### src/rtl/dcc_bit_encoder_n.sv
// DCC bit encoder: turns a valid/ready bit stream into the track waveform
// (low half then high half per bit), with fill-'1' on underrun, zero-stretch and a RailCom cutout.
module dcc_bit_encoder_n #(
  parameter int HALF_W     = 8,
  parameter int ONE_HALF   = 58,
  parameter int ZERO_HALF  = 100,
  parameter int CUTOUT_LEN = 464,
  parameter int CUT_W      = 10
) (
  input  logic              dcc_clk,
  input  logic              reset_n,
  input  logic              bit_in,
  input  logic              bit_valid,
  output logic              bit_ready,
  input  logic [HALF_W-1:0] stretch,
  input  logic              cutout_req,
  output logic              encoded_out,
  output logic              out_en,
  output logic              in_cutout,
  output logic              underrun
);

  typedef enum logic [1:0] {
    ST_LOW    = 2'd0,
    ST_HIGH   = 2'd1,
    ST_CUTOUT = 2'd2
  } state_t;

  localparam logic [HALF_W:0]  ONE_LAST  = (HALF_W+1)'(ONE_HALF - 1);
  localparam logic [HALF_W:0]  ZERO_LAST = (HALF_W+1)'(ZERO_HALF - 1);
  localparam logic [HALF_W:0]  CNT_INC   = {{HALF_W{1'b0}}, 1'b1};
  localparam logic [CUT_W-1:0] CUT_LAST  = CUT_W'(CUTOUT_LEN - 1);
  localparam logic [CUT_W-1:0] CUT_INC   = {{(CUT_W-1){1'b0}}, 1'b1};

  state_t            state_q, state_d;
  logic              cur_bit_q, cur_bit_d;
  logic [HALF_W:0]   cnt_q, cnt_d;
  logic [CUT_W-1:0]  cut_cnt_q, cut_cnt_d;
  logic [HALF_W-1:0] str_q, str_d;
  logic              enc_q, enc_d;
  logic              out_en_q, out_en_d;
  logic              in_cutout_q, in_cutout_d;
  logic              underrun_q, underrun_d;
  logic              bit_ready_s;
  logic              low_last_s, high_last_s, cut_last_s;

  // Last-cycle detection for each phase; the stretch only lengthens the high half of a '0'.
  always_comb begin
    low_last_s  = (cnt_q == (cur_bit_q ? ONE_LAST : ZERO_LAST));
    high_last_s = cur_bit_q ? (cnt_q == ONE_LAST)
                            : (cnt_q == (ZERO_LAST + {1'b0, str_q}));
    cut_last_s  = (cut_cnt_q == CUT_LAST);
  end

  // Next-state and output logic.
  always_comb begin
    state_d     = state_q;
    cur_bit_d   = cur_bit_q;
    cnt_d       = cnt_q;
    cut_cnt_d   = cut_cnt_q;
    str_d       = str_q;
    enc_d       = enc_q;
    out_en_d    = out_en_q;
    in_cutout_d = in_cutout_q;
    underrun_d  = 1'b0;
    bit_ready_s = 1'b0;
    case (state_q)
      ST_LOW: begin
        // out_en is only low in LOW straight after reset: that first edge just enables the bridge.
        if (!out_en_q) begin
          out_en_d = 1'b1;
          cnt_d    = '0;
        end else if (low_last_s) begin
          enc_d   = 1'b1;
          state_d = ST_HIGH;
          cnt_d   = '0;
          str_d   = stretch;
        end else begin
          cnt_d = cnt_q + CNT_INC;
        end
      end
      ST_HIGH: begin
        if (high_last_s) begin
          cnt_d = '0;
          enc_d = 1'b0;
          if (cutout_req) begin
            out_en_d    = 1'b0;
            in_cutout_d = 1'b1;
            cut_cnt_d   = '0;
            state_d     = ST_CUTOUT;
          end else begin
            bit_ready_s = 1'b1;
            state_d     = ST_LOW;
            if (bit_valid) begin
              cur_bit_d = bit_in;
            end else begin
              cur_bit_d  = 1'b1;
              underrun_d = 1'b1;
            end
          end
        end else begin
          cnt_d = cnt_q + CNT_INC;
        end
      end
      ST_CUTOUT: begin
        if (cut_last_s) begin
          bit_ready_s = 1'b1;
          out_en_d    = 1'b1;
          in_cutout_d = 1'b0;
          cnt_d       = '0;
          state_d     = ST_LOW;
          if (bit_valid) begin
            cur_bit_d = bit_in;
          end else begin
            cur_bit_d  = 1'b1;
            underrun_d = 1'b1;
          end
        end else begin
          cut_cnt_d = cut_cnt_q + CUT_INC;
        end
      end
      default: begin
        state_d     = ST_LOW;
        cur_bit_d   = 1'b1;
        cnt_d       = '0;
        enc_d       = 1'b0;
        out_en_d    = 1'b0;
        in_cutout_d = 1'b0;
      end
    endcase
  end

  // State and output registers.
  always_ff @(posedge dcc_clk or negedge reset_n) begin
    if (!reset_n) begin
      state_q     <= ST_LOW;
      cur_bit_q   <= 1'b1;
      cnt_q       <= '0;
      cut_cnt_q   <= '0;
      str_q       <= '0;
      enc_q       <= 1'b0;
      out_en_q    <= 1'b0;
      in_cutout_q <= 1'b0;
      underrun_q  <= 1'b0;
    end else begin
      state_q     <= state_d;
      cur_bit_q   <= cur_bit_d;
      cnt_q       <= cnt_d;
      cut_cnt_q   <= cut_cnt_d;
      str_q       <= str_d;
      enc_q       <= enc_d;
      out_en_q    <= out_en_d;
      in_cutout_q <= in_cutout_d;
      underrun_q  <= underrun_d;
    end
  end

  assign bit_ready   = bit_ready_s;
  assign encoded_out = enc_q;
  assign out_en      = out_en_q;
  assign in_cutout   = in_cutout_q;
  assign underrun    = underrun_q;

endmodule

### config.mk
export PLATFORM = sky130hd
export DESIGN_NAME = dcc_bit_encoder_n
export DESIGN_NICKNAME = d
export VERILOG_FILES = /design/src/rtl/dcc_bit_encoder_n.sv
export SDC_FILE = /design/constraint.sdc
export NUM_CORES = 1
export LEC_CHECK = 0
export CELL_PAD_IN_SITES_DETAIL_PLACEMENT = 2
export CELL_PAD_IN_SITES_GLOBAL_PLACEMENT = 2
export CORE_AREA = 2 2 93 68
export CTS_CLUSTER_DIAMETER = 60
export DETAILED_ROUTE_END_ITERATION = 10
export DIE_AREA = 0 0 95 70
export GPL_ROUTABILITY_DRIVEN = 0
export PLACE_DENSITY = 0.8
export SLEW_MARGIN = 30
export SYNTH_ARGS = -nofsm -noshare
export SYNTH_HDL_FRONTEND = slang
export SYNTH_SLANG_ARGS = --single-unit
export TNS_END_PERCENT = 5
### constraint.sdc
create_clock -name dcc_clk -period 4.3 [get_ports dcc_clk]
set_input_delay 0.86 -clock dcc_clk [delete_from_list [all_inputs] [get_ports dcc_clk]]
set_output_delay 0.86 -clock dcc_clk [all_outputs]
set_load 0.005 [all_outputs]
==> flow_summary.html <==
<table>
<tr><th>Metric</th><th>Value</th></tr>
<tr><th colspan="2">Synthesis</th></tr>
<tr><td>Count of state elements after synthesis</td><td>34</td></tr>
<tr><td>Post-synth EDFFs</td><td>0</td></tr>
<tr><td>Number of unique standard cell types used by synthesis</td><td>55</td></tr>
<tr><td>Syn. warnings</td><td>0</td></tr>
<tr><td>Post-synthesis instance area</td><td>2200 um^2</td></tr>
<tr><td>Fraction of synthesized cell area taken by the top area cell type</td><td>37.5%</td></tr>
<tr><td>Cells after Synth</td><td>242</td></tr>
<tr><td>Sequential area share after synthesis</td><td>38.7%</td></tr>
<tr><td>Largest cells by area after synthesis</td><td>sky130_fd_sc_hd__dfrtp_1 (38%), sky130_fd_sc_hd__mux2_2 (4.1%), sky130_fd_sc_hd__nand2_1 (3.8%)</td></tr>
<tr><td>Async set-reset flop share out of synthesis</td><td>100%</td></tr>
<tr><td>Syn avg cell area</td><td>9.09 um^2</td></tr>
<tr><td>Syn_nets</td><td>261</td></tr>
<tr><td>Dominant synthesized flop cell</td><td>sky130_fd_sc_hd__dfrtp_1</td></tr>
<tr><td>Library cell occupying the most area in the post-synthesis netlist</td><td>sky130_fd_sc_hd__dfrtp_1</td></tr>
<tr><th colspan="2">Critical path</th></tr>
<tr><td>Slack of the worst reg-to-reg path</td><td>1.28 ns</td></tr>
<tr><td>Required @ worst endpoint</td><td>3.44 ns</td></tr>
<tr><td>Arrival @ worst endpoint</td><td>3.15 ns</td></tr>
<tr><td>Capturing element type of the critical path</td><td>output pin</td></tr>
<tr><td>Largest driver fanout on the critical path</td><td>5</td></tr>
<tr><td>Type of the worst setup path</td><td>reg2out</td></tr>
<tr><td>Startpoint kind of the worst setup timing path</td><td>flip-flop</td></tr>
<tr><th colspan="2">Power</th></tr>
<tr><td>Switching Share</td><td>25.4%</td></tr>
<tr><td>Sequential share of power</td><td>53.2%</td></tr>
<tr><td>Largest vdd supply drop</td><td>0.0000927 V</td></tr>
<tr><td>Logic pwr share</td><td>8.1%</td></tr>
<tr><td>Overall Power</td><td>0.000618 W</td></tr>
<tr><td>Power per cell area</td><td>243 nW/um^2</td></tr>
<tr><td>Static Leakage</td><td>1.08 nW</td></tr>
<tr><td>Internal Power</td><td>0.000461 W</td></tr>
<tr><td>Switching power of the nets</td><td>0.000157 W</td></tr>
<tr><td>Power share of the clock group</td><td>38.7%</td></tr>
<tr><th colspan="2">Placed design</th></tr>
<tr><td>HPWL after detailed placement</td><td>4.62 mm</td></tr>
<tr><td>Area post-placement</td><td>2460 um^2</td></tr>
<tr><td>Port bufs</td><td>17</td></tr>
<tr><th colspan="2">STA</th></tr>
<tr><td>Hold slack</td><td>0.526 ns</td></tr>
<tr><td>Final-report hold violation count</td><td>0</td></tr>
<tr><td>Final critical delay including setup and external delays</td><td>4.01 ns</td></tr>
<tr><td>Headroom to the max-slew limit</td><td>57.1%</td></tr>
<tr><td>Worst Skew</td><td>0.00739 ns</td></tr>
<tr><td>Timing-limited maximum frequency</td><td>249 MHz</td></tr>
<tr><td>Total negative slack for setup checks</td><td>0 ns</td></tr>
<tr><td>Max-slew violation count</td><td>0</td></tr>
<tr><td>Post-route fraction of the period consumed by the critical path</td><td>93.3%</td></tr>
<tr><td>Final setup violation count</td><td>0</td></tr>
<tr><td>Transition time at the pin with the least slew margin</td><td>0.642 ns</td></tr>
<tr><td>RSZ-0062 raised after global routing</td><td>false</td></tr>
<tr><th colspan="2">Final layout</th></tr>
<tr><td>Most frequent standard cell in the layout excluding fill and tap cells</td><td>sky130_fd_sc_hd__dfrtp_1</td></tr>
<tr><td>Non-Filler Cell Area, Final</td><td>2540 um^2</td></tr>
<tr><td>Core Util, Final</td><td>43.0%</td></tr>
<tr><td>Area growth from synthesis to layout</td><td>15.6%</td></tr>
<tr><td>Multi-input logic area</td><td>1260 um^2</td></tr>
<tr><td>Number of diodes</td><td>0</td></tr>
<tr><td>Fraction of final layout cells with drive strength greater than 1</td><td>11.9%</td></tr>
<tr><td>Footprint of the flip-flops and latches</td><td>852 um^2</td></tr>
<tr><td>Layout filler cell count</td><td>628</td></tr>
<tr><td>Number of nets in the layout</td><td>278</td></tr>
<tr><td>Commonest cells after routing, fill and taps aside</td><td>sky130_fd_sc_hd__dfrtp_1 (33), sky130_fd_sc_hd__nand2_1 (22), sky130_fd_sc_hd__nor2_1 (19)</td></tr>
<tr><th colspan="2">Die</th></tr>
<tr><td>Number of rows created at floorplan</td><td>24</td></tr>
<tr><td>Initial Utilization</td><td>37.2%</td></tr>
<tr><td>Core box area</td><td>5920 um^2</td></tr>
<tr><td>IO Pins</td><td>18</td></tr>
<tr><td>Area enclosed by the die boundary</td><td>6650 um^2</td></tr>
<tr><td>Height of the die</td><td>70 um</td></tr>
<tr><td>Die X</td><td>95 um</td></tr>
<tr><th colspan="2">CTS</th></tr>
<tr><td>Setup repair bufs after CTS</td><td>0</td></tr>
<tr><td>Hold-fix buffers at CTS</td><td>0</td></tr>
<tr><td>Clock edge transition at the registers on the reported setup and hold paths</td><td>0.07 ns</td></tr>
<tr><td>Post_cts resized</td><td>0</td></tr>
<tr><td>H-tree depth</td><td>2</td></tr>
<tr><td>Clock tree root buffer cell</td><td>sky130_fd_sc_hd__clkbuf_8</td></tr>
<tr><td>Maximum number of buffers from clock root to sink</td><td>2</td></tr>
<tr><td>Num Clock Sinks</td><td>34</td></tr>
<tr><td>Number of CTS-inserted buffers</td><td>5</td></tr>
<tr><td>CTS tree</td><td>done</td></tr>
<tr><td>Clock latency on the worst-skew pair</td><td>0.29 ns</td></tr>
<tr><th colspan="2">Drt</th></tr>
<tr><td>DRC marker count from the first detailed-route iteration</td><td>140</td></tr>
<tr><td>Final antenna-violating net count</td><td>0</td></tr>
<tr><td>Routed via count divided by cell count</td><td>5.80</td></tr>
<tr><td>First-pass detailed-route iteration total</td><td>5</td></tr>
<tr><td>Routed wire length per instance</td><td>18.6 um</td></tr>
<tr><td>Number of remaining DRC errors</td><td>0</td></tr>
<tr><td>Drt total wl</td><td>6.28 mm</td></tr>
<tr><td>Via total after detailed routing</td><td>1962</td></tr>
<tr><th colspan="2">GRT</th></tr>
<tr><td>Number of global-route vias before repair</td><td>2010</td></tr>
<tr><td>Total GRT Usage</td><td>20.5%</td></tr>
<tr><td>Global-route wire length before repair</td><td>10.5 mm</td></tr>
<tr><td>Total grt overflow</td><td>0</td></tr>
<tr><td>Number of antenna violations at the first check in global routing</td><td>0</td></tr>
<tr><td>Maximum number of pins on one net before global-route repair</td><td>35</td></tr>
<tr><th colspan="2">Min path</th></tr>
<tr><td>Hold Path Class</td><td>reg2reg</td></tr>
<tr><th colspan="2">Job</th></tr>
<tr><td>Number of maximum-capacitance violations</td><td>0</td></tr>
<tr><th colspan="2">Outcome</th></tr>
<tr><td>Status</td><td>finished, final reports clean</td></tr>
</table>
area by class of cell:
type | count | share of cell area, %
multi-input combinational | 184 | 49.6
clock buffer | 6 | 2.85
timing repair buffer | 21 | 7.87
sequential | 34 | 33.5
tap | 78 | 3.84
inverter | 13 | 1.92
clock inverter | 2 | 0.394
worst max-delay path, cell delays in order, from the launching register on:
cell and delay (ns):
sky130_fd_sc_hd__dfrtp_1 0.43, sky130_fd_sc_hd__inv_1 0.07, sky130_fd_sc_hd__ha_1 0.23, sky130_fd_sc_hd__and4b_4 0.36, sky130_fd_sc_hd__o21ai_2 0.06, sky130_fd_sc_hd__or4b_1 0.50
sky130_fd_sc_hd__o311a_2 0.19, sky130_fd_sc_hd__nor3_1 0.17, sky130_fd_sc_hd__a32o_1 0.22, sky130_fd_sc_hd__and2_1 0.13, sky130_fd_sc_hd__clkdlybuf4s50_1 0.50
synth_stat cells, drive strengths merged (3+ instances only):
master / count
xnor2: 9
nand2: 22
or3: 3
and3: 4
dfrtp: 33
nand3: 12
mux2: 8
a22o: 6
xor2: 6
ha: 6
or2: 4
o211ai: 3
clkbuf: 8
nor2: 19
buf: 3
nor2b: 3
nor3: 10
nor4: 3
a32o: 3
inv: 13
o21ai: 11
a31oi: 7
a21oi: 10
o22ai: 3
o31ai: 3
per-stage QoR:
| step | setup slack (ns) | instances |
|---|---|---|
| final | 0.289 | 338 |
| after global placement | 0.710 | 330 |
| after detailed placement | 0.593 | 330 |
| after floorplan | 1.29 | 242 |
| after CTS | 0.258 | 338 |
| after global routing | 0.0729 | 338 |
power by group through the flow:
stage                     Clock (W)  Combinational, W  Sequential [W]
after floorplan                   0         0.0000265        0.000333
after global placement            0         0.0000492        0.000335
after detailed placement          0         0.0000512        0.000335
after CTS                  0.000245         0.0000515        0.000329
after global routing       0.000257         0.0000558        0.000330
final                      0.000239         0.0000501        0.000329
metal layers:
layer / global-route usage, % / share of wire [%] / wire (um)
met5: 0 / 0 / 0
met1: 30.8 / 52 / 3250
met2: 30.7 / 45 / 2830
met3: 3.67 / 2.3 / 146
met4: 4.83 / 0.78 / 49
path summary, 6_finish.rpt:
path / from / to / cells after the start
max: str_q[0] / bit_ready / 10
min: in_cutout / in_cutout / 1
max reg2reg: str_q[0] / cnt_q[2] / 9
min reg2reg: in_cutout / in_cutout / 1
max in group asynchronous: reset_n / cur_bit_q / 2
min in group asynchronous: reset_n / state_q[1] / 2
sequential cells by signal (all words and copies together), names as in the netlist:
| signal | flops |
|---|---|
| out_en | 1 |
| state_q | 2 |
| cut_cnt_q | 10 |
| encoded_out | 1 |
| cnt_q | 9 |
| str_q | 8 |
| underrun | 1 |
| cur_bit_q | 1 |
| in_cutout | 1 |
kinds of logic (layout without fill, tap and decap cells):
logic type / after synthesis / count (layout) / synth area share [%]
compound gates: 59 / 59 / 20.0
xor+xnor: 15 / 15 / 5.97
fa+ha+maj: 6 / 6 / 3.41
buf+inv: 24 / 42 / 4.26
flops: 34 / 34 / 38.7
mux: 10 / 10 / 5.00
simple gates: 94 / 94 / 22.6
(Power assumes the default switching activity.)
